## src/rtl/mips_pkg.sv

```systemverilog
// rtl/mips_pkg.sv - shared fetch-state encoding and PC defaults for pc_fetch and npc
package mips_pkg;

    typedef enum logic [1:0] {
        S_IDLE  = 2'd0,
        S_REQ   = 2'd1,
        S_VALID = 2'd2
    } fetch_state_e;

    localparam logic [31:0] RESET_PC_DEF   = 32'h0000_3000;
    localparam logic [31:0] HANDLER_PC_DEF = 32'h0000_3040;

    function automatic logic [31:0] word_align(input logic [31:0] addr);
        return {addr[31:2], 2'b00};
    endfunction

endpackage

```

## src/rtl/pc_fetch.sv

```systemverilog
// rtl/pc_fetch.sv - PC register and req/ack instruction-fetch sequencer with EPC/EXL capture
// Optional misaligned-npc trap (addr_err port) is built when PC_ALIGN_CHECK_EN is defined.
module pc_fetch
    import mips_pkg::*;
#(
    parameter logic [31:0] RESET_PC   = RESET_PC_DEF,
    parameter logic [31:0] HANDLER_PC = HANDLER_PC_DEF
) (
    input  logic        clk,
    input  logic        rst_n,
    input  logic [31:0] npc,
    input  logic        stall,
    input  logic        flush,
    input  logic        intreq,
    input  logic        eret,
    output logic        imem_req,
    output logic [31:0] imem_addr,
    input  logic        imem_ack,
    input  logic [31:0] imem_rdata,
    output logic [31:0] pc,
    output logic [31:0] pc_plus4,
    output logic [31:0] instr,
    output logic        instr_valid,
    output logic        int_ack,
    output logic [29:0] epc,
`ifdef PC_ALIGN_CHECK_EN
    output logic        addr_err,
`endif
    output logic        exl
);

    fetch_state_e r_state;
    fetch_state_e w_state_nxt;

    logic [31:0] r_pc;
    logic [31:0] r_instr;
    logic [29:0] r_epc;
    logic        r_exl;
    logic        r_drop;

    logic [31:0] w_pc_plus4;
    logic [31:0] w_pc_nxt;
    logic        w_pc_we;
    logic        w_instr_we;
    logic        w_drop_nxt;
    logic        w_take_int;
    logic        w_clr_exl;
    logic        w_trap_align;
    logic        w_misal;
    logic        w_req;
    logic        w_valid;

    assign w_pc_plus4 = r_pc + 32'd4;

`ifdef PC_ALIGN_CHECK_EN
    assign w_misal  = |npc[1:0];
    assign addr_err = w_trap_align;
`else
    assign w_misal  = 1'b0;
`endif

    always_ff @(posedge clk or negedge rst_n) begin
        if (!rst_n) begin
            r_state <= S_IDLE;
        end else begin
            r_state <= w_state_nxt;
        end
    end

    always_comb begin
        w_state_nxt  = r_state;
        w_req        = 1'b0;
        w_valid      = 1'b0;
        w_pc_we      = 1'b0;
        w_pc_nxt     = word_align(npc);
        w_instr_we   = 1'b0;
        w_drop_nxt   = r_drop;
        w_take_int   = 1'b0;
        w_clr_exl    = 1'b0;
        w_trap_align = 1'b0;
        case (r_state)
            S_IDLE: begin
                w_state_nxt = S_REQ;
            end
            S_REQ: begin
                w_req = 1'b1;
                // A flush with no ack leaves a response in flight that must be discarded.
                if (flush) begin
                    w_pc_we    = 1'b1;
                    w_drop_nxt = !imem_ack;
                end else if (imem_ack) begin
                    if (r_drop) begin
                        w_drop_nxt = 1'b0;
                    end else begin
                        w_instr_we  = 1'b1;
                        w_state_nxt = S_VALID;
                    end
                end
            end
            S_VALID: begin
                w_valid = 1'b1;
                if (!stall || flush) begin
                    w_pc_we     = 1'b1;
                    w_state_nxt = S_REQ;
                    if (w_misal) begin
                        w_trap_align = 1'b1;
                        w_take_int   = 1'b1;
                        w_pc_nxt     = HANDLER_PC;
                    end else if (eret) begin
                        w_clr_exl = 1'b1;
                    end else if (intreq && !r_exl) begin
                        w_take_int = 1'b1;
                    end
                end
            end
            default: begin
                w_state_nxt = S_IDLE;
            end
        endcase
    end

    always_ff @(posedge clk or negedge rst_n) begin
        if (!rst_n) begin
            r_pc    <= RESET_PC;
            r_instr <= 32'd0;
            r_epc   <= 30'd0;
            r_exl   <= 1'b0;
            r_drop  <= 1'b0;
        end else begin
            if (w_pc_we) begin
                r_pc <= w_pc_nxt;
            end
            if (w_instr_we) begin
                r_instr <= imem_rdata;
            end
            r_drop <= w_drop_nxt;
            if (w_take_int) begin
                r_epc <= w_pc_plus4[31:2];
                r_exl <= 1'b1;
            end else if (w_clr_exl) begin
                r_exl <= 1'b0;
            end
        end
    end

    assign imem_req    = w_req;
    assign imem_addr   = r_pc;
    assign pc          = r_pc;
    assign pc_plus4    = w_pc_plus4;
    assign instr       = r_instr;
    assign instr_valid = w_valid;
    assign int_ack     = w_take_int;
    assign epc         = r_epc;
    assign exl         = r_exl;

endmodule

```

## config.mk

```make
export PLATFORM = sky130hd
export DESIGN_NAME = pc_fetch
export DESIGN_NICKNAME = d
export VERILOG_FILES = /design/src/rtl/mips_pkg.sv /design/src/rtl/pc_fetch.sv
export SDC_FILE = /design/constraint.sdc
export NUM_CORES = 1
export LEC_CHECK = 0
export CORE_MARGIN = 2
export CORE_UTILIZATION = 43
export CTS_CLUSTER_DIAMETER = 150
export DETAILED_ROUTE_END_ITERATION = 10
export GPL_ROUTABILITY_DRIVEN = 0
export GPL_TIMING_DRIVEN = 0
export HOLD_SLACK_MARGIN = 0.1
export PLACE_DENSITY = 0.92
export SYNTH_ARGS = -nofsm -noshare
export SYNTH_HDL_FRONTEND = slang
export SYNTH_SLANG_ARGS = --single-unit
```

## constraint.sdc

```tcl
create_clock -name clk -period 5 [get_ports clk]
set_input_delay 0.75 -clock clk [delete_from_list [all_inputs] [get_ports clk]]
set_output_delay 0.75 -clock clk [all_outputs]
set_load 0.05 [all_outputs]
```

==> reports/metrics.yaml, run 1 <==
sta:
  grt_setup_unrepaired: "no"
  tightestPinTransition_ns: 0.705
  hold_violation_total_from_the_final_report: 0
  timing.fmax_mhz: 240
  post-route-period-util: 0.833
  slew_violations: 0
  setup-violations-final: 0
  hold_ws_ns: 0.418
  finalWorstPathRequiredPeriod_ns: 4.16
  slew_headroom: 0.526
  clock_skew_ns: 0.00734
logic_synthesis:
  post-synth-top-count-cell: "sky130_fd_sc_hd__dfrtp_1"
  postSynth.asyncResetShare: 1.00
  yosys_register_bits: 96
  edff_count_synth: 0
  synth-seq-area-share: 0.524
  post_synth_instance_area_sq_um: 4590
  synth-main-ff-cell: "sky130_fd_sc_hd__dfrtp_1"
  gate_count_of_the_mapped_netlist: 387
  ys.warnings.count: 0
  netlist.area_leader.share: 0.512
  post-synth-top-area-cell: "sky130_fd_sc_hd__dfrtp_1"
  netlist-cell-type-count: 39
  yosys-top-cells-area: "sky130_fd_sc_hd__dfrtp_1, sky130_fd_sc_hd__mux2_2, sky130_fd_sc_hd__buf_4, sky130_fd_sc_hd__a31oi_1, sky130_fd_sc_hd__nand2_1"
  syn_area_per_cell_sq_um: 11.9
  ys_top_cells_by_count: "sky130_fd_sc_hd__dfrtp_1, sky130_fd_sc_hd__mux2_2, sky130_fd_sc_hd__buf_4"
worst_setup_path:
  path_max_fanout: 10
  crit_path_end: "int_ack"
  reg2regPathDepth: 6
  cp.arrival_ns: 3.41
  path_class: "in2out"
  required_ns: 4.25
  setup.worst_path.start: "flush"
  r2r-start: "r_state[0]$_DFFE_PN0P_"
  timing.critical_path.from_type: "primary input"
  sort_of_element_at_the_end_of_the_critical_path: "output pin"
  r2r_end: "epc[13]$_DFFE_PN0P_"
  r2r_setup_slack_ns: 2.47
detailed_routing:
  drc: 0
  drt-total-wl_um: 13700
  detailed_router_iteration_count_before_antenna_repair: 4
  num_vias: 4012
  violation_count_after_the_first_detailed_route_iteration: 143
  vias_per_cell: 5.22
  drt.antenna.violating_nets: 0
  wl_per_cell_um: 17.8
final_layout:
  insertedDiodeCount: 0
  final.fill_count: 767
  final_layout_size_suffix_gt1_frac: 0.220
  layout.nets: 703
  area_growth_pct: 57.8
  sequential_cell_area_sq_um: 2400
  multiInputGateArea_sq_um: 1830
floorplanning:
  core-area_sq_um: 10400
  ioPinCount: 233
  num_rows: 37
  dieHeight_um: 107
  dieWidth_um: 107
  floorplan.initialDensity: 0.443
  die_area_sq_um: 11500
place:
  post-dp-hpwl_um: 10600
  port_buffers: 224
grt:
  grt_pass1_wl_um: 21300
  first_global_vias: 4096
  grt_remaining_overflow: 0
  grt_antenna_before_repair: 0
  tot_gr_track_use: 0.239
  pin_count_of_the_biggest_net_entering_global_routing: 51
clocking:
  post_cts_resized: 0
  postCtsHoldBufs: 0
  h_tree_depth_reported_by_cts: 3
  ctsLongestPathBuffers: 2
  cts_buffers: 9
  post-cts-setup-buffer-count: 0
  root_buffer_master: "sky130_fd_sc_hd__clkbuf_8"
  cts_clock_pin_slew_for_the_worst_setup_and_hold_paths_ns: 0.09
  clock-sinks: 96
  tritoncts: "built"
  clock_latency_ns: 0.36
outcome:
  outcome: "completed"
flow_run:
  cap_violations: 0
hold_path:
  hp-class: "in2async"
==> sequential cells by signal, indices dropped and copies added (netlist names) <==
signal     flops
r_state        2
imem_addr     30
epc           30
exl            1
r_drop         1
instr         32
==> logic make-up (layout without fill, tap and decap cells) <==
group / Yosys count / count (layout) / share of synthesized area
compound gates: 39 / 39 / 0.0550
xor+xnor: 13 / 13 / 0.0248
fa+ha+maj: 4 / 4 / 0.0109
buf+inv: 61 / 302 / 0.0828
flops: 96 / 96 / 0.524
mux: 77 / 77 / 0.189
other cells: 1 / 6 / 0.000817
simple gates: 96 / 96 / 0.113
==> placed cells by master, fill, tap and decap left out, drive strengths merged, types with 2 or more instances in the layout <==
master / instances
nor4: 5
dfstp: 2
ha: 4
nor2: 22
nand4: 8
buf: 41
nor3: 4
clkdlybuf4s50: 223
clkbuf: 27
or4: 9
dfrtp: 94
nand3: 9
xnor2: 5
o31ai: 6
conb: 6
or3: 6
and4: 2
a21oi: 4
nand2: 24
inv: 9
xor2: 8
a31oi: 15
nor2b: 2
o21ai: 8
mux2: 77
and2: 2
==> metrics by stage <==
step	setup WS, ns	cells	area, sq um	setup TNS [ns]	utilization
5_1_grt	0.576	769	7250	0	0.699
3_5_place_dp	0.827	753	7050	0	0.680
4_1_cts	0.819	769	7250	0	0.699
3_3_place_gp	-0.252	752	7020	-23.15	0.677
6_report	0.835	769	7250	0	0.699
2_1_floorplan	1.66	392	4610	0	-
==> cell type report <==
cell class,count,share of cell area
clock buffer,14,0.0224
sequential,96,0.332
clock inverter,2,0.00518
timing repair buffer,225,0.313
inverter,9,0.00466
tap,136,0.0235
multi-input combinational,235,0.252
buffer,52,0.0478
==> how the worst min path moves through the flow <==
stage                          startpoint                        to  depth (start not counted)  slack, ns
floorplan                           rst_n        epc[0]$_DFFE_PN0P_                          0       0.45
global placement    instr[30]$_DFFE_PN0P_     instr[30]$_DFFE_PN0P_                          1       0.49
detailed placement  instr[19]$_DFFE_PN0P_     instr[19]$_DFFE_PN0P_                          1       0.50
CTS                                 rst_n  imem_addr[8]$_DFFE_PN0P_                          1       0.44
global route                        rst_n  imem_addr[2]$_DFFE_PN0P_                          1       0.46
finish                              rst_n        epc[6]$_DFFE_PN0P_                          1       0.42
==> layer usage <==
layer / part of all wire / GRT usage
met5: 0 / 0
met4: 0.032 / 0.112
met3: 0.079 / 0.0611
met2: 0.53 / 0.418
met1: 0.36 / 0.274
==> worst max-delay path: stages <==
cell,delay (ns)
sky130_fd_sc_hd__clkdlybuf4s50_1,0.51
sky130_fd_sc_hd__nor2b_1,0.10
sky130_fd_sc_hd__and4b_1,0.24
sky130_fd_sc_hd__clkbuf_1,0.45
sky130_fd_sc_hd__clkbuf_1,0.45
sky130_fd_sc_hd__clkdlybuf4s50_1,0.91
Power of run 1 is left out: the tool's default activity adds up to more than one toggle a clock period on the data nets, which glitch-free logic cannot reach.
==> inputs of run 2 (changes only) <==
--- a/config.mk
+++ b/config.mk
@@ -6,13 +6,13 @@
 export NUM_CORES = 1
 export LEC_CHECK = 0
 export CORE_MARGIN = 2
-export CORE_UTILIZATION = 43
+export CORE_UTILIZATION = 36
 export CTS_CLUSTER_DIAMETER = 150
 export DETAILED_ROUTE_END_ITERATION = 10
 export GPL_ROUTABILITY_DRIVEN = 0
 export GPL_TIMING_DRIVEN = 0
 export HOLD_SLACK_MARGIN = 0.1
-export PLACE_DENSITY = 0.92
+export PLACE_DENSITY = 0.82
 export SYNTH_ARGS = -nofsm -noshare
 export SYNTH_HDL_FRONTEND = slang
 export SYNTH_SLANG_ARGS = --single-unit
==> constraint.sdc (replaced) <==
create_clock -name clk -period 3.62 [get_ports clk]
set_input_delay 0.543 -clock clk [delete_from_list [all_inputs] [get_ports clk]]
set_output_delay 0.543 -clock clk [all_outputs]
set_load 0.05 [all_outputs]
==> run 2 against run 1 <==
  * Sequential share of layout area shrank 0.63 points
  * Worst setup slack lost 0.72 ns
  * Critical path depth is the same
  * Clock skew shrank 0.0021 ns
  * Count of clock-buffer cells in the layout shrank 5
  * Sequential cell count is the same
  * Die area grew 19%
  * Non-clock buffer count shrank 1
  * Final cell count grew 4.6%
  * Via count shrank 0.82%
  * Routed wire length shrank 1.2%
  * Global-route usage shrank 4.2 points
==> reports/metrics.yaml, run 2 (same netlist as run 1, synthesis figures left out) <==
floorplanning:
  die_area_sq_um: 13700  # was 11500 sq um
  num_rows: 41  # was 37
  dieHeight_um: 117  # was 107 um
  core-area_sq_um: 12500  # was 10400 sq um
  dieWidth_um: 117  # was 107 um
  ioPinCount: 233  # unchanged
  floorplan.initialDensity: 0.367  # was 0.443
worst_setup_path:
  r2r-start: "r_state[0]$_DFFE_PN0P_"  # unchanged
  sort_of_element_at_the_end_of_the_critical_path: "output pin"  # unchanged
  cp_top_family: "simple AND/OR/NAND/NOR gates"  # was buffers and inverters
  setup.worst_path.start: "imem_addr[12]$_DFFE_PN1P_"  # was flush
  cp.buffers_inverters: 2  # was 4
  timing.critical_path.from_type: "register"  # was primary input
  max_stage_delay_ns: 0.61  # was 0.91 ns
  cp.arrival_ns: 2.96  # was 3.41 ns
  required_ns: 3.08  # was 4.25 ns
  path_class: "reg2out"  # was in2out
  r2r_setup_slack_ns: 1.13  # was 2.47 ns
  r2r_end: "imem_addr[25]$_DFFE_PN0P_"  # was epc[13]$_DFFE_PN0P_
  path_max_fanout: 10  # unchanged
  crit_path_top_delay_cell: "sky130_fd_sc_hd__or4_1"  # was sky130_fd_sc_hd__clkdlybuf4s50_1
  critical_path.cell_chain: "nand3_1 -> or4_1 -> buf_2 -> or3_1 -> nand2_1 -> dlygate4sd2_1"  # was clkdlybuf4s50_1 -> nor2b_1 -> and4b_1 -> clkbuf_1 -> clkbuf_1 -> clkdlybuf4s50_1
  reg2regPathDepth: 6  # unchanged
grt:
  tot_gr_track_use: 0.197  # was 0.239
  pin_count_of_the_biggest_net_entering_global_routing: 50  # was 51
  grt_pass1_wl_um: 20500  # was 21300 um
  first_global_vias: 3970  # was 4096
  grt_antenna_before_repair: 0  # unchanged
  grt_remaining_overflow: 0  # unchanged
final_layout:
  largest_register_ffs: 32  # unchanged
  final_layout_size_suffix_gt1_frac: 0.241  # was 0.220
  layout.cells.most_common_list: "sky130_fd_sc_hd__clkdlybuf4s50_1, sky130_fd_sc_hd__dfrtp_1, sky130_fd_sc_hd__mux2_2, sky130_fd_sc_hd__buf_4, sky130_fd_sc_hd__nand2_1"  # unchanged
  final.fill_count: 1059  # was 767
  layout.nets: 702  # was 703
  insertedDiodeCount: 0  # unchanged
  area_growth_pct: 60.9  # was 57.8%
  finish.utilization: 0.590  # was 0.699
  final_common_cell: "sky130_fd_sc_hd__clkdlybuf4s50_1"  # unchanged
detailed_routing:
  detailed_router_iteration_count_before_antenna_repair: 5  # was 4
  drt-total-wl_um: 13500  # was 13700 um
  drc: 0  # unchanged
  violation_count_after_the_first_detailed_route_iteration: 209  # was 143
  wl_per_cell_um: 16.8  # was 17.8 um
  num_vias: 3979  # was 4012
  drt.antenna.violating_nets: 0  # unchanged
  vias_per_cell: 4.95  # was 5.22
sta:
  slew_headroom: 0.546  # was 0.526
  post-route-period-util: 0.967
  fin_tns_setup_ns: 0  # unchanged
  setup-violations-final: 0  # unchanged
  slew_violations: 0  # unchanged
  clock_skew_ns: 0.00523  # was 0.00734 ns
  finalWorstPathRequiredPeriod_ns: 3.50
  timing.fmax_mhz: 286
  tightestPinTransition_ns: 0.680  # was 0.705 ns
  grt_setup_unrepaired: "no"  # unchanged
  hold_violation_total_from_the_final_report: 0  # unchanged
clocking:
  cts_buffers: 9  # unchanged
  clock-sinks: 96  # unchanged
  root_buffer_master: "sky130_fd_sc_hd__clkbuf_16"  # was sky130_fd_sc_hd__clkbuf_8
  h_tree_depth_reported_by_cts: 3  # unchanged
  post-cts-setup-buffer-count: 0  # unchanged
  cts_clock_pin_slew_for_the_worst_setup_and_hold_paths_ns: 0.07  # was 0.09 ns
  tritoncts: "built"  # unchanged
  postCtsHoldBufs: 0  # unchanged
  ctsLongestPathBuffers: 2  # unchanged
  clock_latency_ns: 0.34  # was 0.36 ns
place:
  port_buffers: 224  # unchanged
  post-dp-hpwl_um: 10600  # about the same
outcome:
  outcome: "completed"  # unchanged
flow_run:
  cap_violations: 0  # unchanged
hold_path:
  hp-class: "in2async"  # unchanged
-- run 2: cell count changes in the layout (fill, tap and decap cells not counted), sizes merged --
cell	delta
dlygate4sd2	+6
inv	+1
clkdlybuf4s15	+6
clkdlybuf4s50	-15
clkinv	+4
clkbuf	-4
dlymetal6s2s	+1
-- run 2: metal layers --
metal | GRT usage | up-vias | wire length, um
li1 | - | 1819 | -
met5 | 0 | - | 0
met3 | 0.0669 | 15 | 1260
met1 | 0.218 | 1942 | 5220
met2 | 0.348 | 203 | 6840
met4 | 0.0784 | 0 | 201
-- run 2: stage by stage --
stage	hold WS, ns	cell area, sq um	instances	worst slack [ns]
2_1_floorplan	0.247	4610	392	0.487
3_3_place_gp	0.490	7070	788	-1.56
3_5_place_dp	0.496	7090	789	-0.149
4_1_cts	0.232	7390	804	0.0210
5_1_grt	0.255	7390	804	0.0108
6_report	0.216	7390	804	0.119
-- run 2: worst reg2reg max path: cells and delay by family, from the launching register on --
| kind | cells | cell delay (ns) |
|---|---|---|
| buffers and inverters | 2 | 0.63 |
| AO/OA/AOI/OAI | 1 | 0.51 |
| multiplexers | 1 | 0.41 |
| adder cells (fa/ha/maj) | 1 | 0.26 |
| flip-flops | 1 | 0.38 |
| AND/OR/NAND/NOR | 1 | 0.18 |
-- run 2: final cells by class --
cell class | instances | area, sq um | share of cell area
Buffer | 51 | 343 | 0.0464
Clock buffer | 9 | 225 | 0.0305
Clock inverter | 7 | 70.1 | 0.00948
Inverter | 9 | 33.8 | 0.00457
Multi-Input combinational cell | 235 | 1840 | 0.249
Sequential cell | 96 | 2400 | 0.325
Tap cell | 172 | 215 | 0.0291
Timing Repair Buffer | 225 | 2260 | 0.306
-- run 2: worst max-delay path by stage --
stage	endpoint	slack, ns	cells after the start
after floorplan	pc_plus4[26]	0.49	5
final	pc_plus4[19]	0.12	6
after global placement	imem_addr[19]$_DFFE_PN0P_	-1.56	1
after detailed placement	int_ack	-0.15	6
after CTS	pc_plus4[27]	0.02	6
after global routing	pc_plus4[21]	0.01	6
-- run 2: timing repair --
action	4_1_cts	5_1_grt
endpoints found under the setup margin	15	9
pin swaps	0	0
cloned	0	0
gates resized for setup	28	5
Power of run 2 is left out for the same reason.
==> inputs of run 3 (changes only) <==
--- a/config.mk
+++ b/config.mk
@@ -10,7 +10,6 @@
 export CTS_CLUSTER_DIAMETER = 150
 export DETAILED_ROUTE_END_ITERATION = 10
 export GPL_ROUTABILITY_DRIVEN = 0
-export GPL_TIMING_DRIVEN = 0
 export HOLD_SLACK_MARGIN = 0.1
 export PLACE_DENSITY = 0.82
 export SYNTH_ARGS = -nofsm -noshare
==> run 3 against run 2 <==
  * Die area did not move
  * Register-to-register slack about the same
  * Critical path depth stayed put
  * Largest cell class unchanged
==> reports/metrics.yaml, run 3 (same netlist as run 1, synthesis figures left out) <==
final_layout:
  final.fill_count: 1047  # was 1059
  final_layout_size_suffix_gt1_frac: 0.219  # was 0.241
  layout.cells.most_common_list: "sky130_fd_sc_hd__clkdlybuf4s50_1, sky130_fd_sc_hd__dfrtp_1, sky130_fd_sc_hd__mux2_2, sky130_fd_sc_hd__nand2_1, sky130_fd_sc_hd__nor2_1"  # was sky130_fd_sc_hd__clkdlybuf4s50_1, sky130_fd_sc_hd__dfrtp_1, sky130_fd_sc_hd__mux2_2, sky130_fd_sc_hd__buf_4, sky130_fd_sc_hd__nand2_1
  multiInputGateArea_sq_um: 1840  # about the same
  final_common_cell: "sky130_fd_sc_hd__clkdlybuf4s50_1"  # unchanged
  area_growth_pct: 58.1  # was 60.9%
  largest_register_ffs: 32  # unchanged
  insertedDiodeCount: 0  # unchanged
  sequential_cell_area_sq_um: 2400  # unchanged
  layout.nets: 658  # was 702
worst_setup_path:
  sort_of_element_at_the_end_of_the_critical_path: "output pin"  # unchanged
  path_max_fanout: 13  # was 10
  crit_path_top_delay_cell: "sky130_fd_sc_hd__or4_4"  # was sky130_fd_sc_hd__or4_1
  required_ns: 3.08  # about the same
  cp.arrival_ns: 2.87  # was 2.96 ns
  timing.critical_path.from_type: "register"  # unchanged
  max_stage_delay_ns: 0.68  # was 0.61 ns
  critical_path.cell_chain: "ha_1 -> nand3_1 -> or4_4 -> or4_4 -> nand2_1 -> buf_12"  # was nand3_1 -> or4_1 -> buf_2 -> or3_1 -> nand2_1 -> dlygate4sd2_1
  cp_common_cell: "sky130_fd_sc_hd__or4_4"
  path_class: "reg2out"  # unchanged
flow_run:
  cap_violations: 0  # unchanged
detailed_routing:
  num_vias: 3776  # was 3979
  wl_per_cell_um: 17.2  # was 16.8 um
  detailed_router_iteration_count_before_antenna_repair: 6  # was 5
  drc: 0  # unchanged
  drt-total-wl_um: 13000  # was 13500 um
  violation_count_after_the_first_detailed_route_iteration: 226  # was 209
  drt.antenna.violating_nets: 0  # unchanged
  vias_per_cell: 4.97  # was 4.95
sta:
  fin_tns_setup_ns: 0  # unchanged
  tightestPinTransition_ns: 0.641  # was 0.680 ns
  clock_skew_ns: 0.00912  # was 0.00523 ns
  hold_violation_total_from_the_final_report: 0  # unchanged
  finalWorstPathRequiredPeriod_ns: 3.41  # was 3.50 ns
  timing.fmax_mhz: 293  # was 286 MHz
  slew_headroom: 0.571  # was 0.546
  slew_violations: 0  # unchanged
  post-route-period-util: 0.942  # was 0.967
  setup-violations-final: 0  # unchanged
  grt_setup_unrepaired: "no"  # unchanged
floorplanning:
  num_rows: 41  # unchanged
  ioPinCount: 233  # unchanged
  die_area_sq_um: 13700  # unchanged
  core-area_sq_um: 12500  # unchanged
  dieHeight_um: 117  # unchanged
  dieWidth_um: 117  # unchanged
  floorplan.initialDensity: 0.367  # unchanged
clocking:
  root_buffer_master: "sky130_fd_sc_hd__clkbuf_16"  # unchanged
  clock_latency_ns: 0.35  # was 0.34 ns
  cts_clock_pin_slew_for_the_worst_setup_and_hold_paths_ns: 0.07  # about the same
  postCtsHoldBufs: 1  # was 0
  clock-sinks: 96  # unchanged
  post_cts_resized: 0  # was 28
  cts_buffers: 9  # unchanged
  ctsLongestPathBuffers: 2  # unchanged
  tritoncts: "built"  # unchanged
  post-cts-setup-buffer-count: 0  # unchanged
  h_tree_depth_reported_by_cts: 3  # unchanged
place:
  post-dp-hpwl_um: 10100  # was 10600 um
  port_buffers: 224  # unchanged
hold_path:
  hp-class: "reg2reg"  # was in2async
grt:
  grt_remaining_overflow: 0  # unchanged
  tot_gr_track_use: 0.194  # was 0.197
  pin_count_of_the_biggest_net_entering_global_routing: 41  # was 50
  first_global_vias: 3791  # was 3970
  grt_pass1_wl_um: 19900  # was 20500 um
  grt_antenna_before_repair: 0  # unchanged
outcome:
  outcome: "completed"  # unchanged
## run 3: cell types whose count changed in the layout (fill, tap and decap cells not counted), sizes merged, moves of 2 or more
| cell | before | now |
|---|---|---|
| buf | 41 | 25 |
| dlygate4sd2 | 6 | 0 |
| clkbuf | 23 | 9 |
| clkdlybuf4s15 | 6 | 0 |
| clkinv | 4 | 2 |
| clkdlybuf4s50 | 208 | 206 |
## run 3: layout make-up
class | count | area share
Timing Repair Buffer | 232 | 0.335
Multi-Input combinational cell | 235 | 0.254
Sequential cell | 96 | 0.331
Clock buffer | 9 | 0.0310
Inverter | 9 | 0.00465
Tap cell | 172 | 0.0296
Clock inverter | 7 | 0.0141
## run 3: critical path: cells and delay by family, from the launching register on
kind | cells | cell delay (ns)
and+or+nand+nor | 4 | 1.63
DFF | 1 | 0.49
adders and majority gates | 1 | 0.24
buffers and inverters | 1 | 0.14
## run 3: per-stage QoR
step	std cells	instance area, sq um	utilization	hold slack [ns]	worst slack, ns
4_1_cts	760	7260	0.580	0.511	0.131
5_1_grt	760	7260	0.580	0.520	0.0503
3_5_place_dp	743	6920	0.553	0.421	0.529
3_3_place_gp	743	6920	0.553	0.415	0.590
2_1_floorplan	392	4610	-	0.247	0.487
6_report	760	7260	0.580	0.507	0.210
## run 3: metal layers
metal / track usage / routed length [um] / up-vias
met5: 0 / 0 / -
met4: 0.0949 / 299 / 0
met3: 0.0597 / 1120 / 18
met2: 0.332 / 6490 / 188
met1: 0.220 / 5140 / 1837
li1: - / - / 1733
## run 3: final timing paths
path	from	endpoint	slack [ns]	cells past startpoint
min	instr[16]$_DFFE_PN0P_	instr[16]$_DFFE_PN0P_	0.51	1
max	imem_addr[2]$_DFFE_PN0P_	pc_plus4[26]	0.21	6
min reg2reg	instr[16]$_DFFE_PN0P_	instr[16]$_DFFE_PN0P_	0.51	1
max reg2reg	imem_addr[2]$_DFFE_PN0P_	epc[24]$_DFFE_PN0P_	1.13	5
max in group asynchronous	rst_n	epc[17]$_DFFE_PN0P_	2.22	3
min in group asynchronous	rst_n	instr[0]$_DFFE_PN0P_	0.60	2
Power of run 3 is left out for the same reason.
